`src/rtl/stage_fetch_if.sv`:
```
// Fetch-stage handshake bundle: instruction memory request/response, decode handoff,
// and the redirect/halt controls coming back from downstream.
interface stage_fetch_if;
    logic        IMemReq;
    logic [15:0] IMemAddr;
    logic        IMemRdy;
    logic [15:0] IMemData;
    logic [15:0] Inst;
    logic [15:0] NextPC;
    logic        InstValid;
    logic        InstReady;
    logic        Redirect;
    logic [15:0] RedirectPC;
    logic        Halt;
    logic        Halted;
    logic        err;

    modport master (
        output IMemReq, IMemAddr, Inst, NextPC, InstValid, Halted, err,
        input  IMemRdy, IMemData, InstReady, Redirect, RedirectPC, Halt
    );

    modport slave (
        input  IMemReq, IMemAddr, Inst, NextPC, InstValid, Halted, err,
        output IMemRdy, IMemData, InstReady, Redirect, RedirectPC, Halt
    );
endinterface

```
`src/rtl/stage_fetch.sv`:
```
// Instruction fetch stage: owns the PC, fetches from a multi-cycle memory and drains
// any request made stale by a redirect or halt instead of withdrawing it.
//   state     | meaning
//   RUN       | normal fetch/deliver
//   DROP      | drain stale response, then resume at pend_pc
//   DROP_HALT | drain stale response, then stop
//   HALT      | stopped until reset
module stage_fetch #(
    parameter logic [15:0] RESET_PC = 16'h0000
) (
    input  logic clk,
    input  logic rst,
    stage_fetch_if.master bus
);
    localparam logic [1:0] RUN       = 2'd0;
    localparam logic [1:0] DROP      = 2'd1;
    localparam logic [1:0] DROP_HALT = 2'd2;
    localparam logic [1:0] HALT      = 2'd3;

    logic [1:0]  state;
    logic [15:0] pc;
    logic [15:0] pend_pc;
    logic [15:0] inst;
    logic [15:0] next_pc;
    logic        inst_valid;
    logic        err_q;
    logic        pend;
    logic        req;
    logic        misaligned;
    logic        halt_ev;
    logic        capture;

    assign misaligned = bus.Redirect && bus.RedirectPC[0];
    assign halt_ev    = bus.Halt || misaligned;

    always_comb begin
        req = 1'b0;
        case (state)
            RUN:       req = (!inst_valid || bus.InstReady) && !bus.Redirect && !bus.Halt;
            DROP:      req = 1'b1;
            DROP_HALT: req = 1'b1;
            default:   req = 1'b0;
        endcase
    end

    assign capture = (state == RUN) && req && bus.IMemRdy;

    assign bus.IMemReq   = req;
    assign bus.IMemAddr  = pc;
    assign bus.Inst      = inst;
    assign bus.NextPC    = next_pc;
    assign bus.InstValid = inst_valid;
    assign bus.Halted    = (state == HALT);
    assign bus.err       = err_q;

    always_ff @(posedge clk or posedge rst) begin
        if (rst) begin
            state      <= RUN;
            pc         <= RESET_PC;
            pend_pc    <= RESET_PC;
            inst       <= 16'h0000;
            next_pc    <= 16'h0000;
            inst_valid <= 1'b0;
            err_q      <= 1'b0;
            pend       <= 1'b0;
        end else begin
            // An un-answered request is still owned by memory even if req drops next cycle.
            pend <= req && !bus.IMemRdy;
            if ((state == RUN || state == DROP) && misaligned)
                err_q <= 1'b1;
            case (state)
                RUN: begin
                    if (halt_ev) begin
                        inst_valid <= 1'b0;
                        state      <= pend ? DROP_HALT : HALT;
                    end else if (bus.Redirect) begin
                        inst_valid <= 1'b0;
                        if (pend) begin
                            pend_pc <= bus.RedirectPC;
                            state   <= DROP;
                        end else begin
                            pc <= bus.RedirectPC;
                        end
                    end else if (capture) begin
                        inst       <= bus.IMemData;
                        next_pc    <= pc + 16'd2;
                        pc         <= pc + 16'd2;
                        inst_valid <= 1'b1;
                    end else if (inst_valid && bus.InstReady) begin
                        inst_valid <= 1'b0;
                    end
                end
                DROP: begin
                    if (halt_ev) begin
                        state <= bus.IMemRdy ? HALT : DROP_HALT;
                    end else begin
                        if (bus.Redirect)
                            pend_pc <= bus.RedirectPC;
                        if (bus.IMemRdy) begin
                            pc    <= bus.Redirect ? bus.RedirectPC : pend_pc;
                            state <= RUN;
                        end
                    end
                end
                DROP_HALT: begin
                    if (bus.IMemRdy)
                        state <= HALT;
                end
                default: ;
            endcase
        end
    end
endmodule

```
`src/flat_wrapper.sv`:
```
// flat-port wrapper written by rule: the top's interface ports become plain ports
module stage_fetch_flat 
#(
    parameter logic [15:0] RESET_PC = 16'h0000
)
  (clk, rst, bus_IMemReq, bus_IMemAddr, bus_Inst, bus_NextPC, bus_InstValid, bus_Halted, bus_err, bus_IMemRdy, bus_IMemData, bus_InstReady, bus_Redirect, bus_RedirectPC, bus_Halt);
  stage_fetch_if bus_i ();
  input  logic clk;
  input  logic rst;
  output wire logic [$bits(bus_i.IMemReq)-1:0] bus_IMemReq;
  output wire logic [$bits(bus_i.IMemAddr)-1:0] bus_IMemAddr;
  output wire logic [$bits(bus_i.Inst)-1:0] bus_Inst;
  output wire logic [$bits(bus_i.NextPC)-1:0] bus_NextPC;
  output wire logic [$bits(bus_i.InstValid)-1:0] bus_InstValid;
  output wire logic [$bits(bus_i.Halted)-1:0] bus_Halted;
  output wire logic [$bits(bus_i.err)-1:0] bus_err;
  input wire logic [$bits(bus_i.IMemRdy)-1:0] bus_IMemRdy;
  input wire logic [$bits(bus_i.IMemData)-1:0] bus_IMemData;
  input wire logic [$bits(bus_i.InstReady)-1:0] bus_InstReady;
  input wire logic [$bits(bus_i.Redirect)-1:0] bus_Redirect;
  input wire logic [$bits(bus_i.RedirectPC)-1:0] bus_RedirectPC;
  input wire logic [$bits(bus_i.Halt)-1:0] bus_Halt;
  assign bus_IMemReq = bus_i.IMemReq;
  assign bus_IMemAddr = bus_i.IMemAddr;
  assign bus_Inst = bus_i.Inst;
  assign bus_NextPC = bus_i.NextPC;
  assign bus_InstValid = bus_i.InstValid;
  assign bus_Halted = bus_i.Halted;
  assign bus_err = bus_i.err;
  assign bus_i.IMemRdy = bus_IMemRdy;
  assign bus_i.IMemData = bus_IMemData;
  assign bus_i.InstReady = bus_InstReady;
  assign bus_i.Redirect = bus_Redirect;
  assign bus_i.RedirectPC = bus_RedirectPC;
  assign bus_i.Halt = bus_Halt;
  stage_fetch #(.RESET_PC(RESET_PC)) u_core (.clk(clk), .rst(rst), .bus(bus_i));
endmodule
```
`config.mk`:
```
export PLATFORM = sky130hd
export DESIGN_NAME = stage_fetch_flat
export DESIGN_NICKNAME = d
export VERILOG_FILES = /design/src/rtl/stage_fetch_if.sv /design/src/rtl/stage_fetch.sv /design/src/flat_wrapper.sv
export SDC_FILE = /design/constraint.sdc
export NUM_CORES = 1
export LEC_CHECK = 0
export BUFFER_PORTS_ARGS = -buffer_cell sky130_fd_sc_hd__buf_2
export CAP_MARGIN = 20
export CORE_ASPECT_RATIO = 0.7
export CORE_MARGIN = 2
export CORE_UTILIZATION = 53
export DETAILED_ROUTE_END_ITERATION = 6
export PLACE_DENSITY = 0.78
export SYNTH_ARGS = -nofsm -noshare
export SYNTH_HDL_FRONTEND = slang
export SYNTH_SLANG_ARGS = --single-unit
export TNS_END_PERCENT = 5
```
`constraint.sdc`:
```
create_clock -name clk -period 2.2 [get_ports clk]
set_clock_uncertainty 0.1 [all_clocks]
set_input_delay 0.22 -clock clk [delete_from_list [all_inputs] [get_ports clk]]
set_output_delay 0.22 -clock clk [all_outputs]
set_load 0.01 [all_outputs]
```
-- Word-level counts from Yosys, hierarchy flattened
Index checks and enable logic that the tools add are counted.
- latch bits: 0
- bits of input ports: 38
- word-level logic and storage cells: 77
- memory bits (read-only): 0
- memories kept: 0
- RAM bits: 0
- output and inout port bits: 52
- register bits: 69
- shifts and indexed selects: 0
- muxes and demuxes: 27
- multiply operators: 0
- magnitude comparators: 0
- divide/modulo/power cells: 0
- reductions and logical operators: 25
- bitwise operators: 2
- $add $sub $neg: 1
- equal/unequal tests: 14
- operators with widths (kind ; count):
    $mux W16 ; 11
    $pmux W16 S2 ; 2
    $add A16 B2 Y16 const B ; 1
    $mux W2 ; 6
    $ne A2 B2 Y1 const B ; 5
    $reduce_and A5 Y1 ; 2
    $ne A3 B2 Y1 const B ; 3
    $logic_and A1 B1 Y1 ; 8
    $mux W1 ; 6
    $pmux W2 S3 ; 1
    $reduce_and A6 Y1 ; 1
    $eq A2 B2 Y1 const B ; 2
    $logic_not A1 Y1 ; 4
    $reduce_and A4 Y1 ; 1
    $reduce_bool A4 Y1 ; 1
    $logic_or A1 B1 Y1 ; 3
    $ne A3 B1 Y1 const B ; 1
    $ne A3 B3 Y1 const B ; 1
    $reduce_bool A3 Y1 ; 1
    $eq A2 B1 Y1 const B ; 1
    $logic_not A2 Y1 ; 1
    $ne A2 B1 Y1 const B ; 1
    $not A1 Y1 ; 2
    $pmux W1 S2 ; 1
    other kinds (3) ; 3

-- Depth between registers and ports, before layout
- depth in word-level cells: 11
- gate-level depth with buffers: 9
- depth with buffers taken out: 7

-- Worst setup path after synthesis
OpenSTA, ideal clock, no wires.
- path type: flip-flop to flip-flop
- start: register u_core.state[0]
- end: register u_core.inst[0] (netlist: u_core.bus.Inst[0])
- path buffers: 1
- setup time: 125 ps
- data required time: 1975 ps
- data arrival time: 1807 ps
- slack: 169 ps
- stages on the path, launching flop included: 7
- clock period less this slack: 2031 ps
- path through: dfrtp_1 ha_1 and2b_1 nand3_1 nor2_1 buf_2 mux2_2
- word-level cells in the longest chain between the ends: 6
- elaborated cells on any way between the ends: 8
- those cells by class: eq/ne (2); mux (1); reduce/logical (5)
- RTL lines (item ; RTL line ; RTL):
    start, declared ; stage_fetch.sv:20 ; logic [1:0] state;
    start signal, assigned ; stage_fetch.sv:75 ; state <= pend ? DROP_HALT : HALT;
    start signal, assigned ; stage_fetch.sv:95 ; state <= bus.IMemRdy ? HALT : DROP_HALT;
    $eq A2 B2 Y1 / $eq A2 B1 Y1 (equally long branches) ; stage_fetch.sv:38 ; case (state)
    $reduce_or A2 Y1 (no line) ; -- ;
    $pmux W1 S2 ; stage_fetch.sv:38 ;
    $logic_and A1 B1 Y1 (2 in a row) ; stage_fetch.sv:46 ; assign capture = (state == RUN) && req && bus.IMemRdy;
    $reduce_and A4 Y1 (no line) (*) ; -- ;
    end signal, assigned ; stage_fetch.sv:85 ; inst <= bus.IMemData;
    end, declared ; stage_fetch.sv:23 ; logic [15:0] inst;
Every way passes the cells marked *; elsewhere a longest branch is shown, timed or not.
A chain may end at the register's enable or synchronous reset.

-- Worst setup path in the final report
- start: register u_core.state[1]
- end: register u_core.pc[1] (netlist: u_core.bus.IMemAddr[1])
- word-level cells in the longest chain between the ends: 7
- elaborated cells on any way between the ends: 15
- those cells by class: eq/ne (7); mux (2); reduce/logical (6)
- RTL lines (item ; RTL line ; RTL):
    $eq A2 B2 Y1 / $eq A2 B1 Y1 (equally long branches) ; stage_fetch.sv:38, stage_fetch.sv:71 ;
    $reduce_or A2 Y1 (no line) ; -- ;
    $pmux W1 S2 ; stage_fetch.sv:38 ;
    $logic_and A1 B1 Y1 (2 in a row) ; stage_fetch.sv:46 ;
    $ne A3 B2 Y1 (no line) ; -- ;
    $reduce_and A6 Y1 (no line) ; -- ;
    end signal, assigned ; stage_fetch.sv:82 ; pc <= bus.RedirectPC;
    end signal, assigned ; stage_fetch.sv:87 ; pc <= pc + 16'd2;
    end signal, assigned ; stage_fetch.sv:100 ; pc <= bus.Redirect ? bus.RedirectPC : pend_pc;
    end, declared ; stage_fetch.sv:21 ; logic [15:0] pc;
Several ways; a longest one is shown, not always the timed one.

==> impl_metrics.tcl <==
set metrics [dict create \
    powerDensity_nw_per_um2 1290 \
    cap_violations 0 \
    cts_made_buffers 9 \
    drt_iter0_drc 125 \
    postRouteAntennaNets 0 \
    ir_worst_vdd_uv 710 \
    worstSkewPairLatency_ns 0.34 \
    critical_path_class "reg -> reg" \
    synth_area_um2 3490 \
    postCtsSetupBuffers 0 \
    combPwrFrac 0.397 \
    grt_max_degree 70 \
    syn_avg_cell_area_um2 11.2 \
    syn_inst 311 \
    cts_tree "built" \
    r2r_start "u_core.state[1]" \
    cts_buffer_depth 2 \
    final_cell_mix "buf_2, dfrtp_1, nor2_1, mux2_2, a21oi_1" \
    crit_path_max_fanout 15 \
    start_kind "flip-flop" \
    final-hold-violation-count 0 \
    multi_input_comb_area_um2 1630 \
    critPathCapture "u_core.bus.IMemAddr[1]" \
    yosysWarnings 0 \
    p_sw_mw 2.08 \
    drive_gt1_frac 0.406 \
    end_kind "flip-flop" \
    grt_pass1_wl_um 12700 \
    fmax_mhz 463 \
    num_rows 24 \
    syn_to_final_growth_pct 28.1 \
    p_sw_frac 0.362 \
    slew-limit-headroom 0.696 \
    via_count 2762 \
    yosysTopAreaCellShare 0.494 \
    p_seq_frac 0.401 \
    power.leakage_nw 2.21 \
    antenna_found_initial 0 \
    async_flop_share 1.00 \
    grtUsageTotal 0.228 \
    gp_congestion 0.878 \
    fillers 490 \
    first_pass_iters 4 \
    grt_pass1_vias 2558 \
    ys.flop_type "dfrtp_1" \
    die_height_um 71.9 \
    finish.net_count 464 \
    startpoint "u_core.state[1]" \
    cts.htree.levels 3 \
    dieArea_um2 7270 \
    gr-total-overflow 0 \
    final_common_cell "buf_2" \
    synth-edff-count 0 \
    tightest_slew_ns 0.453 \
    fp.dieW_um 101 \
    rr_worst_depth 8 \
    viasPerCell 5.48 \
    routed_wl_um 7980 \
    setup_viol 0 \
    place_hpwl_um 5510 \
    p_clk_frac 0.202 \
    port_buffers 89 \
    diodes 0 \
    ys_ff_latch 69 \
    syn_nets 354 \
    seq_area_frac_synth 0.494 \
    clk_pin_slew_ns 0.07 \
    drc 0 \
    synth_cell_types 48 \
    status "completed" \
    final_max_slew_viol_count 0 \
    regToRegSetupSlack_ns 0.04 \
    post-route-period-util 0.983 \
    root_buffer "clkbuf_8" \
    wl_per_cell_um 15.8 \
    fin_crit_ns 2.16 \
    cp.arrival_ns 2.28 \
    core_area_um2 6310 \
    yosys.area.top_type "dfrtp_1" \
    setup_tns_ns 0 \
    p_int_mw 3.67 \
    seq_area_um2 1730 \
    ys_top_cells_by_area "dfrtp_1, mux2_2, mux2_4" \
    start_util 0.554 \
    r2r-end "u_core.bus.IMemAddr[1]" \
    min_path_type "in -> reg" \
    cts.sinks 69 \
    ios 90 \
    power_mw 5.76 \
    required_ns 2.32 \
]
[metal layers]
metal	vias up	GRT usage	wire (um)
met1	1337	0.334	3810
met5	-	0	0
met2	94	0.335	3560
met4	0	0.0541	85
li1	1325	-	-
met3	6	0.0751	529
[registers in the layout, summed over array words and instances, names as in the netlist]
name	cells
u_core.bus.IMemAddr	16
u_core.bus.Inst	16
u_core.bus.InstValid	1
u_core.bus.NextPC	16
u_core.bus.err	1
u_core.pend	1
u_core.pend_pc	16
u_core.state	2
[how the worst min path moves through the flow]
stage / to / depth (start not counted) / from
finish: u_core.bus.Inst[0] / 2 / bus_IMemData[0]
global route: u_core.bus.Inst[0] / 2 / bus_IMemData[0]
CTS: u_core.bus.Inst[10] / 2 / bus_IMemData[10]
detailed placement: u_core.bus.Inst[3] / 3 / rst
global placement: u_core.bus.Inst[11] / 3 / rst
floorplan: u_core.pend / 1 / bus_IMemRdy
[logic make-up (layout without fill, tap and decap cells)]
kind of cell    after synthesis  count (layout)  synth area share
simple gates                 80              80             0.124
compound gates               71              71             0.140
flops                        69              69             0.494
mux                          42              42             0.145
buf+inv                      31             146            0.0469
xor+xnor                     13              13            0.0326
fa+ha+maj                     5               5            0.0179
[timing repair]
item	CTS	global route
endpoints found under the setup margin	0	7
hold buffers	14	1
hold endpoints to repair	82	1
gates resized for setup	0	5
[area by class of cell]
type                    instances  share of cell area
clock buffers                  13              0.0355
well taps                      78              0.0218
inverters                      13              0.0109
clock inverters                 3              0.0151
repair buffers                117               0.167
flip-flops and latches         69               0.386
multi-input cells             211               0.364
[worst max-delay path, cell delays in order (launching register included)]
cell	delay (ns)
dfrtp_1	0.41
inv_1	0.11
ha_1	0.29
nand2_1	0.11
a21boi_0	0.17
a211oi_4	0.36
buf_12	0.19
mux2i_1	0.20
nand3_1	0.09
[power by group through the flow]
stage	combinational, mW	clock, mW	sequential (mW)
finish	2.28	1.17	2.31
global route	2.52	1.24	2.39
CTS	2.26	1.19	2.30
detailed placement	2.22	0	2.32
global placement	2.16	0	2.29
floorplan	1.24	0	2.45
[synth_stat cells (2+ instances only)]
master     n
mux2i_1    3
nor3_1     3
buf_6      4
nand2_1   15
inv_1     13
o21ai_0   12
and2_1     2
a31oi_1    7
nand3_1    8
o21ai_1    5
a21o_1     2
mux2_4    10
a22oi_1    3
and2b_1    2
and3_1     8
ha_1       5
buf_2      7
dfrtp_1   69
a221o_1    5
buf_4      2
nand2b_1   2
xnor2_1   12
clkbuf_1   3
mux2_2    29
a22o_1     9
a21oi_1   19
o41ai_2    2
nor2_1    30
[per-stage QoR]
step                cell area, um^2  std cells  hold slack, ns  utilization  setup slack [ns]
global placement               4060        472           0.225        0.643             0.138
global route                   4480        504         0.00425        0.710           -0.0206
CTS                            4420        502        0.000281        0.702            0.0465
finish                         4480        504          0.0143        0.710            0.0383
floorplan                      3490        311           0.193            -             0.140
detailed placement             4060        472           0.235        0.643            0.0549
Note: power is estimated with default switching activity, not from simulation.
